File: src/rtl/mips_pipeline_ctrl.sv
// Hazard, stall and forwarding controller for the 5-stage MIPS pipeline.
// Freezes on pending memory access, inserts load-use bubbles, flushes on branches.
module mips_pipeline_ctrl #(
  parameter int MEM_TIMEOUT = 15,
  parameter int CNT_W       = 16
) (
  input  logic             clk,
  input  logic             rst_n,
  input  logic [4:0]       i_IDrs,
  input  logic [4:0]       i_IDrt,
  input  logic             i_IDusesRt,
  input  logic [4:0]       i_EXrs,
  input  logic [4:0]       i_EXrt,
  input  logic [4:0]       i_EXwriteReg,
  input  logic             i_EXregWrite,
  input  logic             i_EXmemtoReg,
  input  logic             i_EXbranchTaken,
  input  logic [4:0]       i_MEMwriteReg,
  input  logic             i_MEMregWrite,
  input  logic             i_MEMmemtoReg,
  input  logic             i_MEMmemWrite,
  input  logic             i_memReady,
  input  logic [4:0]       i_WBwriteReg,
  input  logic             i_WBregWrite,
  output logic             o_pcWrite,
  output logic             o_ifidWrite,
  output logic             o_idexWrite,
  output logic             o_exmemWrite,
  output logic             o_ifidFlush,
  output logic             o_idexFlush,
  output logic [1:0]       o_forwardA,
  output logic [1:0]       o_forwardB,
  output logic             o_memErr,
  output logic [CNT_W-1:0] o_stallCount,
  output logic [CNT_W-1:0] o_flushCount
);

  typedef enum logic {RUN, WAIT} st_t;

  localparam logic [7:0]       TMO     = 8'(MEM_TIMEOUT);
  localparam logic [CNT_W-1:0] CNT_ONE = CNT_W'(1);
  localparam logic [CNT_W-1:0] CNT_MAX = '1;

  st_t              r_st;
  logic [7:0]       r_waitCnt;
  logic             r_memErr;
  logic [CNT_W-1:0] r_stallCount;
  logic [CNT_W-1:0] r_flushCount;

  st_t        w_stNxt;
  logic [7:0] w_waitNxt;
  logic       w_errNxt;
  logic       w_memReq;
  logic       w_timeoutHit;
  logic       w_memBusy;
  logic       w_loadUse;
  logic       w_branchCase;

  assign w_memReq     = i_MEMmemtoReg | i_MEMmemWrite;
  assign w_timeoutHit = (r_st == WAIT) && (r_waitCnt == TMO)
                        && !i_memReady;
  assign w_memBusy    = w_memReq & ~i_memReady & ~w_timeoutHit;
  assign w_loadUse    = i_EXmemtoReg & i_EXregWrite
                        & (i_EXwriteReg != 5'd0)
                        & ((i_EXwriteReg == i_IDrs)
                           | (i_IDusesRt & (i_EXwriteReg == i_IDrt)));
  assign w_branchCase = rst_n & ~w_memBusy & i_EXbranchTaken;

  function automatic logic [1:0] fwd(input logic [4:0] src);
    if (i_MEMregWrite && i_MEMwriteReg != 5'd0 && i_MEMwriteReg == src)
      return 2'b10;
    else if (i_WBregWrite && i_WBwriteReg != 5'd0 && i_WBwriteReg == src)
      return 2'b01;
    else
      return 2'b00;
  endfunction

  // State register: FSM, watchdog, sticky error and saturating counters
  always_ff @(posedge clk) begin
    if (!rst_n) begin
      r_st         <= RUN;
      r_waitCnt    <= 8'd0;
      r_memErr     <= 1'b0;
      r_stallCount <= '0;
      r_flushCount <= '0;
    end else begin
      r_st      <= w_stNxt;
      r_waitCnt <= w_waitNxt;
      r_memErr  <= w_errNxt;
      if (!o_pcWrite && r_stallCount != CNT_MAX)
        r_stallCount <= r_stallCount + CNT_ONE;
      if (w_branchCase && r_flushCount != CNT_MAX)
        r_flushCount <= r_flushCount + CNT_ONE;
    end
  end

  // Next-state logic: track how long the current memory access has waited
  always_comb begin
    w_stNxt   = r_st;
    w_waitNxt = r_waitCnt;
    w_errNxt  = r_memErr;
    unique case (r_st)
      RUN: begin
        if (w_memBusy) begin
          w_stNxt   = WAIT;
          w_waitNxt = 8'd1;
        end else begin
          w_waitNxt = 8'd0;
        end
      end
      WAIT: begin
        if (i_memReady) begin
          w_stNxt   = RUN;
          w_waitNxt = 8'd0;
        end else if (w_timeoutHit) begin
          w_errNxt  = 1'b1;
          w_stNxt   = RUN;
          w_waitNxt = 8'd0;
        end else begin
          w_waitNxt = r_waitCnt + 8'd1;
        end
      end
      default: begin
        w_stNxt   = RUN;
        w_waitNxt = 8'd0;
      end
    endcase
  end

  // Output logic: prioritised freeze / branch flush / load-use bubble
  always_comb begin
    o_pcWrite    = 1'b1;
    o_ifidWrite  = 1'b1;
    o_idexWrite  = 1'b1;
    o_exmemWrite = 1'b1;
    o_ifidFlush  = 1'b0;
    o_idexFlush  = 1'b0;
    o_forwardA   = fwd(i_EXrs);
    o_forwardB   = fwd(i_EXrt);
    if (!rst_n) begin
      o_pcWrite    = 1'b0;
      o_ifidWrite  = 1'b0;
      o_idexWrite  = 1'b0;
      o_exmemWrite = 1'b0;
      o_ifidFlush  = 1'b1;
      o_idexFlush  = 1'b1;
      o_forwardA   = 2'b00;
      o_forwardB   = 2'b00;
    end else if (w_memBusy) begin
      o_pcWrite    = 1'b0;
      o_ifidWrite  = 1'b0;
      o_idexWrite  = 1'b0;
      o_exmemWrite = 1'b0;
    end else if (i_EXbranchTaken) begin
      o_ifidFlush  = 1'b1;
      o_idexFlush  = 1'b1;
    end else if (w_loadUse) begin
      o_pcWrite    = 1'b0;
      o_ifidWrite  = 1'b0;
      o_idexFlush  = 1'b1;
    end
  end

  assign o_memErr     = r_memErr;
  assign o_stallCount = r_stallCount;
  assign o_flushCount = r_flushCount;

endmodule

File: config.mk
export PLATFORM = sky130hd
export DESIGN_NAME = mips_pipeline_ctrl
export DESIGN_NICKNAME = d
export VERILOG_FILES = /design/src/rtl/mips_pipeline_ctrl.sv
export SDC_FILE = /design/constraint.sdc
export NUM_CORES = 1
export LEC_CHECK = 0
export ABC_CLOCK_PERIOD_IN_PS = 2300
export CAP_MARGIN = 25
export CORE_AREA = 2 2 83 85
export DETAILED_ROUTE_END_ITERATION = 8
export DIE_AREA = 0 0 85 87
export GPL_TIMING_DRIVEN = 0
export PLACE_DENSITY = 0.74
export SLEW_MARGIN = 10
export SYNTH_ARGS = -nofsm -noshare
export SYNTH_HDL_FRONTEND = slang
export SYNTH_SLANG_ARGS = --single-unit
File: constraint.sdc
create_clock -name clk -period 2.3 [get_ports clk]
set_clock_uncertainty 0.1 [all_clocks]
set_input_delay 0.46 -clock clk [delete_from_list [all_inputs] [get_ports clk]]
set_output_delay 0.46 -clock clk [all_outputs]
set_load 0.02 [all_outputs]
==> results.py, run 1 <==
metrics = {
    "status": {
        "status": "complete, but fails checks",
        "violations": "negative setup slack",
    },
    "route": {
        "first_iter_violations": 104,
        "wl_met3_um": 349,
        "drt.antenna.violating_nets": 0,
        "topRoutingLayerUsed": "met4",
        "wl_per_cell_um": 14.90,
        "drc_errors": 0,
        "wl_met1_um": 3072,
        "num_vias": 2667,
        "wl_met2_um": 3803,
        "wl_um": 7300,
        "drt_first_pass_iters": 4,
        "viasPerCell": 5.443,
    },
    "floorplanning": {
        "io_pins": 89,
        "die_area_um2": 7395,
        "die_x_um": 85,
        "coreArea_um2": 6569,
        "rows": 30,
        "die_y_um": 87,
        "initial_core_util_pct": 39.01,
    },
    "finish": {
        "fillCellCount": 586,
        "drive_above_1_share_pct": 28.29,
        "antenna_cells": 0,
        "instances_no_fill": 490,
        "final_cell_mix": "37 x clkdlybuf4s50_1, 37 x dfxtp_1, 28 x nand2_1",
        "area_delta_synth_final_pct": 54.98,
        "final_nets": 458,
    },
    "clocking": {
        "insertion_delay_ns": 0.30,
        "cts_hold_buf": 0,
        "cts_buffers": 5,
        "clock_sinks": 42,
        "clkTransAtPathRegs_ns": 0.08,
        "cts_buffer_depth": 2,
        "cts_tree": "built",
        "h-tree-depth": 2,
        "root_buffer": "clkbuf_8",
    },
    "synthesis": {
        "synth_area_per_cell_um2": 8.686,
        "synth_ff_type": "dfxtp_1",
        "synthTopCellsByArea": "dfxtp_1 33%, xor2_1 9.6%, xnor2_1 4.4%",
        "synth_edf_count": 0,
        "postSynthCellCount": 295,
        "ys_types": 52,
        "ys_ff_latch": 42,
        "synthesis.nets": 344,
        "yosys_warnings": 0,
        "ys_seq_area_share_pct": 32.81,
        "synth_top_area_share_pct": 32.81,
        "yosysTopAreaCell": "dfxtp_1",
        "syn_area_um2": 2562,
        "async_reset_ff_share_pct": 0,
    },
    "critical_path": {
        "worstPathArrival_ns": 1.85,
        "cp_max_fo": 4,
        "critical_path_required_ns": 1.74,
        "crit_type": "input port to output port",
        "end_kind": "output port",
        "critical_path.startpoint_type": "input port",
    },
    "global_route": {
        "grt_max_degree": 13,
        "antenna_found_initial": 0,
        "grt_pass1_vias": 2570,
        "grt_pass1_wl_um": 12100,
        "grt_remaining_overflow": 0,
        "grtUsageTotal_pct": 19.66,
    },
    "timing": {
        "slew_headroom_pct": 65.84,
        "period_needed_ns": 2.409,
        "fmax_mhz": 415.1,
        "rsz0062_at_grt": "yes",
        "worst_pin_slew_ns": 0.5096,
        "fin_hold_ws_ns": 0.3539,
        "setup_slack_ns": -0.1089,
        "setup_viol_count_final": 3,
        "period_share_pct": 104.7,
        "maxSlewViolCount": 0,
        "finalHoldViolations": 0,
    },
    "power": {
        "powerDensity_nw_per_um2": 411.9,
        "p_total_w": 0.001636,
        "vdd_drop_max_mv": 0.3866,
        "p_leak_nw": 1.571,
    },
    "flow_run": {
        "drv_cap": 0,
    },
    "place": {
        "place_ws_ns": -1.243,
        "numPortBuffers": 88,
        "dp_cells": 463,
        "place_hpwl_um": 5300,
        "place.gp.congestion": 0.8826,
    },
    "hold_path": {
        "worstHoldPathType": "flop to flop",
    },
}
-- synth_stat cells, drive strengths merged, types with 2 or more instances --
cell,n
a31oi,2
and4,4
o41ai,2
and2,4
o211ai,2
o31ai,7
inv,5
nand4,11
nor2,22
o21a,2
buf,8
or4,12
nor4b,2
and3,9
nor4,9
xor2,28
a21oi,12
xnor2,13
dfxtp,42
o21ai,9
nand3,19
nand2b,7
mux2i,11
nand2,29
ha,3
nor3,7
clkbuf,3
-- final cells by class --
class / instances / area [um^2] / area share, %
multi-input cells: 236 / 1834 / 46.19
repair buffers: 108 / 978.4 / 24.64
flip-flops and latches: 42 / 852.1 / 21.46
clock buffers: 8 / 110.1 / 2.773
well taps: 80 / 100.1 / 2.520
plain buffers: 10 / 72.57 / 1.827
inverters: 6 / 23.77 / 0.5986
-- sequential cells by signal (all words and copies together) (netlist names) --
signal and count:
o_memErr 1, r_st 1, o_flushCount 16, o_stallCount 16
r_waitCnt 8
-- worst paths after layout --
kind	start	to	slack, ns	depth (start not counted)
setup / recovery	i_EXwriteReg[4]	o_pcWrite	-0.11	8
hold / removal	r_st	r_waitCnt[0]	0.35	1
setup reg to reg	o_stallCount[2]	o_stallCount[15]	0.18	8
hold reg to reg	r_st	r_waitCnt[0]	0.35	1
-- cells by family (layout without fill, tap and decap cells) --
group,count (synthesis),in the layout,synth area share [%]
adders and majority gates,3,3,1.465
DFF,42,42,32.81
and+or+nand+nor,137,137,31.40
AOI/OAI and AO/OA,44,44,12.45
buffers and inverters,17,132,3.564
xor gates and xnor gates,41,41,14.01
muxes,11,11,4.297
-- power breakdown --
group	internal, W	switching, W
Combinational	0.000164	0.000165
Clock	0.000303	0.000254
Sequential	0.000735	0.0000156
-- per-layer routing --
layer	global-route usage [%]	vias to the layer above
li1	-	1301
met3	3.602	9
met5	0	-
met2	33.66	71
met1	25.92	1286
met4	4.185	0
-- what timing repair did --
| item | CTS | global route |
|---|---|---|
| gates resized for setup | 180 | 56 |
| endpoints found under the setup margin | 25 | 15 |
| pin swaps | 24 | 21 |
| setup buffers | 11 | 9 |
-- critical path, stage by stage --
cell and delay (ns):
buf_8 0.10, or4_4 0.52, o211ai_2 0.17, or2_4 0.16, o21a_4 0.15, buf_8 0.10, buf_6 0.08, buf_6 0.10
-- stage by stage --
step	TNS [ns]	area, um^2	utilization, %
2_1_floorplan	-0.1073	2600	-
3_3_place_gp	-15.74	3581	54.51
3_5_place_dp	-17.04	3581	54.51
4_1_cts	-0.5569	3774	57.45
5_1_grt	-0.4843	3971	60.46
6_report	-0.2410	3971	60.46
Note: power is estimated with default switching activity, not from simulation.
==> run 2: changes to the inputs <==
--- a/config.mk
+++ b/config.mk
@@ -5,14 +5,14 @@
 export SDC_FILE = /design/constraint.sdc
 export NUM_CORES = 1
 export LEC_CHECK = 0
-export ABC_CLOCK_PERIOD_IN_PS = 2300
+export ABC_CLOCK_PERIOD_IN_PS = 2200
 export CAP_MARGIN = 25
 export CORE_AREA = 2 2 83 85
+export CTS_BUF_LIST = sky130_fd_sc_hd__clkbuf_4 sky130_fd_sc_hd__clkbuf_8 sky130_fd_sc_hd__clkbuf_16
 export DETAILED_ROUTE_END_ITERATION = 8
 export DIE_AREA = 0 0 85 87
 export GPL_TIMING_DRIVEN = 0
 export PLACE_DENSITY = 0.74
-export SLEW_MARGIN = 10
 export SYNTH_ARGS = -nofsm -noshare
 export SYNTH_HDL_FRONTEND = slang
 export SYNTH_SLANG_ARGS = --single-unit
==> constraint.sdc (replaced) <==
create_clock -name clk -period 2.2 [get_ports clk]
set_clock_uncertainty 0.1 [all_clocks]
set_input_delay 0.44 -clock clk [delete_from_list [all_inputs] [get_ports clk]]
set_output_delay 0.44 -clock clk [all_outputs]
set_load 0.02 [all_outputs]
==> run 2 against run 1 <==
The run still ends with negative setup slack left. Register-to-register slack lost 0.05 ns. Critical path depth grew 1. Power grew 4.5%. Sequential share of layout area shrank 0.37 points. Clock-buffer cell count is the same. Non-clock buffer count grew 3. Largest cell class unchanged.
==> results.py, run 2 (same netlist as run 1, synthesis figures left out) <==
metrics = {
    "status": {
        "status": "complete, but fails checks",
        "violations": "negative setup slack",
    },
    "route": {
        "wl_per_cell_um": 15.18,
        "num_vias": 2656,
        "drt_first_pass_iters": 4,
        "viasPerCell": 5.387,
        "first_iter_violations": 126,
        "drc_errors": 0,
        "wl_um": 7486,
        "drt.antenna.violating_nets": 0,
    },
    "floorplanning": {
        "die_x_um": 85,
        "die_area_um2": 7395,
        "rows": 30,
        "die_y_um": 87,
        "coreArea_um2": 6569,
        "initial_core_util_pct": 39.01,
        "io_pins": 89,
    },
    "critical_path": {
        "worstSetupStartpoint": "i_MEMmemWrite",
        "crit_type": "input port to output port",
        "r2r_cells": 7,
        "end_kind": "output port",
        "worstPathArrival_ns": 1.92,
        "rrSetupSlack_ns": 0.13,
        "regToRegEndpoint": "o_stallCount[3]",
        "critical_path.startpoint_type": "input port",
        "cp_max_fo": 4,
        "critical_path_required_ns": 1.66,
        "rr_startpoint": "o_stallCount[1]",
    },
    "finish": {
        "seq_area_um2": 848.3,
        "fillCellCount": 546,
        "multi_input_area_um2": 1892,
        "final_cell_mix": "38 x dfxtp_1, 37 x clkdlybuf4s50_1, 28 x nand2_1",
        "final_common_cell": "dfxtp_1",
        "final_nets": 461,
        "instances_no_fill": 493,
        "antenna_cells": 0,
        "area_delta_synth_final_pct": 57.03,
        "drive_above_1_share_pct": 31.23,
        "final_cell_area_um2": 4024,
    },
    "clocking": {
        "cts_buffers": 5,
        "cts_buffer_depth": 2,
        "clock_sinks": 42,
        "root_buffer": "clkbuf_8",
        "h-tree-depth": 2,
        "cts_hold_buf": 0,
        "insertion_delay_ns": 0.29,
        "cts_tree": "built",
        "clkTransAtPathRegs_ns": 0.08,
    },
    "global_route": {
        "antenna_found_initial": 0,
        "grt_pass1_vias": 2614,
        "grt_pass1_wl_um": 12250,
        "grt_remaining_overflow": 0,
        "grtUsageTotal_pct": 19.96,
        "grt_max_degree": 13,
    },
    "hold_path": {
        "whs_endpoint": "o_memErr",
        "hold_depth": 2,
        "worstHoldPathType": "flop to flop",
        "hold_path_startpoint": "o_memErr",
    },
    "power": {
        "p_leak_nw": 1.570,
        "pwr-share-clk_pct": 34.1,
        "internal_power_w": 0.001251,
        "combPwrFrac_pct": 20.0,
        "vdd_drop_max_mv": 0.3267,
        "power_switching_w": 0.0004573,
        "swShare_pct": 26.76,
        "p_seq_share_pct": 45.9,
        "powerDensity_nw_per_um2": 424.7,
    },
    "timing": {
        "setup_viol_count_final": 6,
        "slew_headroom_pct": 65.82,
        "period_share_pct": 111.9,
        "worst_pin_slew_ns": 0.5099,
        "rsz0062_at_grt": "yes",
        "finalHoldViolations": 0,
        "fmax_mhz": 406.3,
        "setup_slack_ns": -0.2611,
        "period_needed_ns": 2.461,
        "maxSlewViolCount": 0,
    },
    "flow_run": {
        "drv_cap": 0,
    },
    "place": {
        "place_hpwl_um": 5345,
        "place.gp.congestion": 0.7936,
        "placed_cell_area_um2": 3590,
        "place_ws_ns": -1.314,
        "numPortBuffers": 88,
        "dp_cells": 463,
    },
}
==> run 2: how the worst max path moves through the flow <==
stage / end / depth (start not counted)
6_report: o_pcWrite / 9
5_1_grt: o_pcWrite / 7
4_1_cts: o_pcWrite / 9
3_5_place_dp: o_pcWrite / 9
3_3_place_gp: o_pcWrite / 9
2_1_floorplan: o_pcWrite / 7
==> run 2: final cells by class <==
type	count	share of cell area [%]
plain buffers	11	2.177
clock buffers	8	2.736
well taps	80	2.488
flip-flops and latches	42	21.08
multi-input cells	236	47.01
repair buffers	110	23.91
inverters	6	0.5908
==> run 2: worst max-delay path, stage by stage <==
cell and delay (ns):
clkdlybuf4s50_1 0.53, o21bai_2 0.11, a31oi_4 0.20, nor2_4 0.06
o21a_4 0.13, buf_8 0.12, buf_8 0.11, buf_6 0.10
buf_6 0.12
==> run 2: power groups by stage <==
stage	Sequential, W	Combinational (W)	Clock, W
6_report	0.000785	0.000342	0.000582
5_1_grt	0.000787	0.000365	0.000629
4_1_cts	0.000785	0.000319	0.000592
3_5_place_dp	0.000802	0.000304	0
3_3_place_gp	0.000802	0.000299	0
2_1_floorplan	0.000806	0.000137	0
==> run 2: timing repair <==
action	in CTS	in global routing
pin swaps	30	11
setup endpoints to repair	25	23
setup buffers	14	8
gates resized for setup	186	40
==> run 2: metal layers <==
layer	up-vias	part of all wire, %	GRT usage, %
li1	1311	-	-
met3	11	4.7	3.507
met2	66	51	35.16
met1	1268	43	25.63
met4	0	1.3	4.185
met5	-	0	0
==> run 2: per-stage QoR <==
step / power, W / util (%) / hold slack [ns] / setup TNS, ns
after CTS: 0.001697 / 58.13 / 0.3711 / -0.9346
after global routing: 0.001781 / 61.26 / 0.4119 / -1.242
after detailed placement: 0.001106 / 54.65 / 0.3595 / -19.45
final: 0.001709 / 61.26 / 0.3796 / -0.9128
after global placement: 0.001101 / 54.65 / 0.3539 / -18.56
after floorplan: 0.0009436 / - / 0.3246 / -0.2381
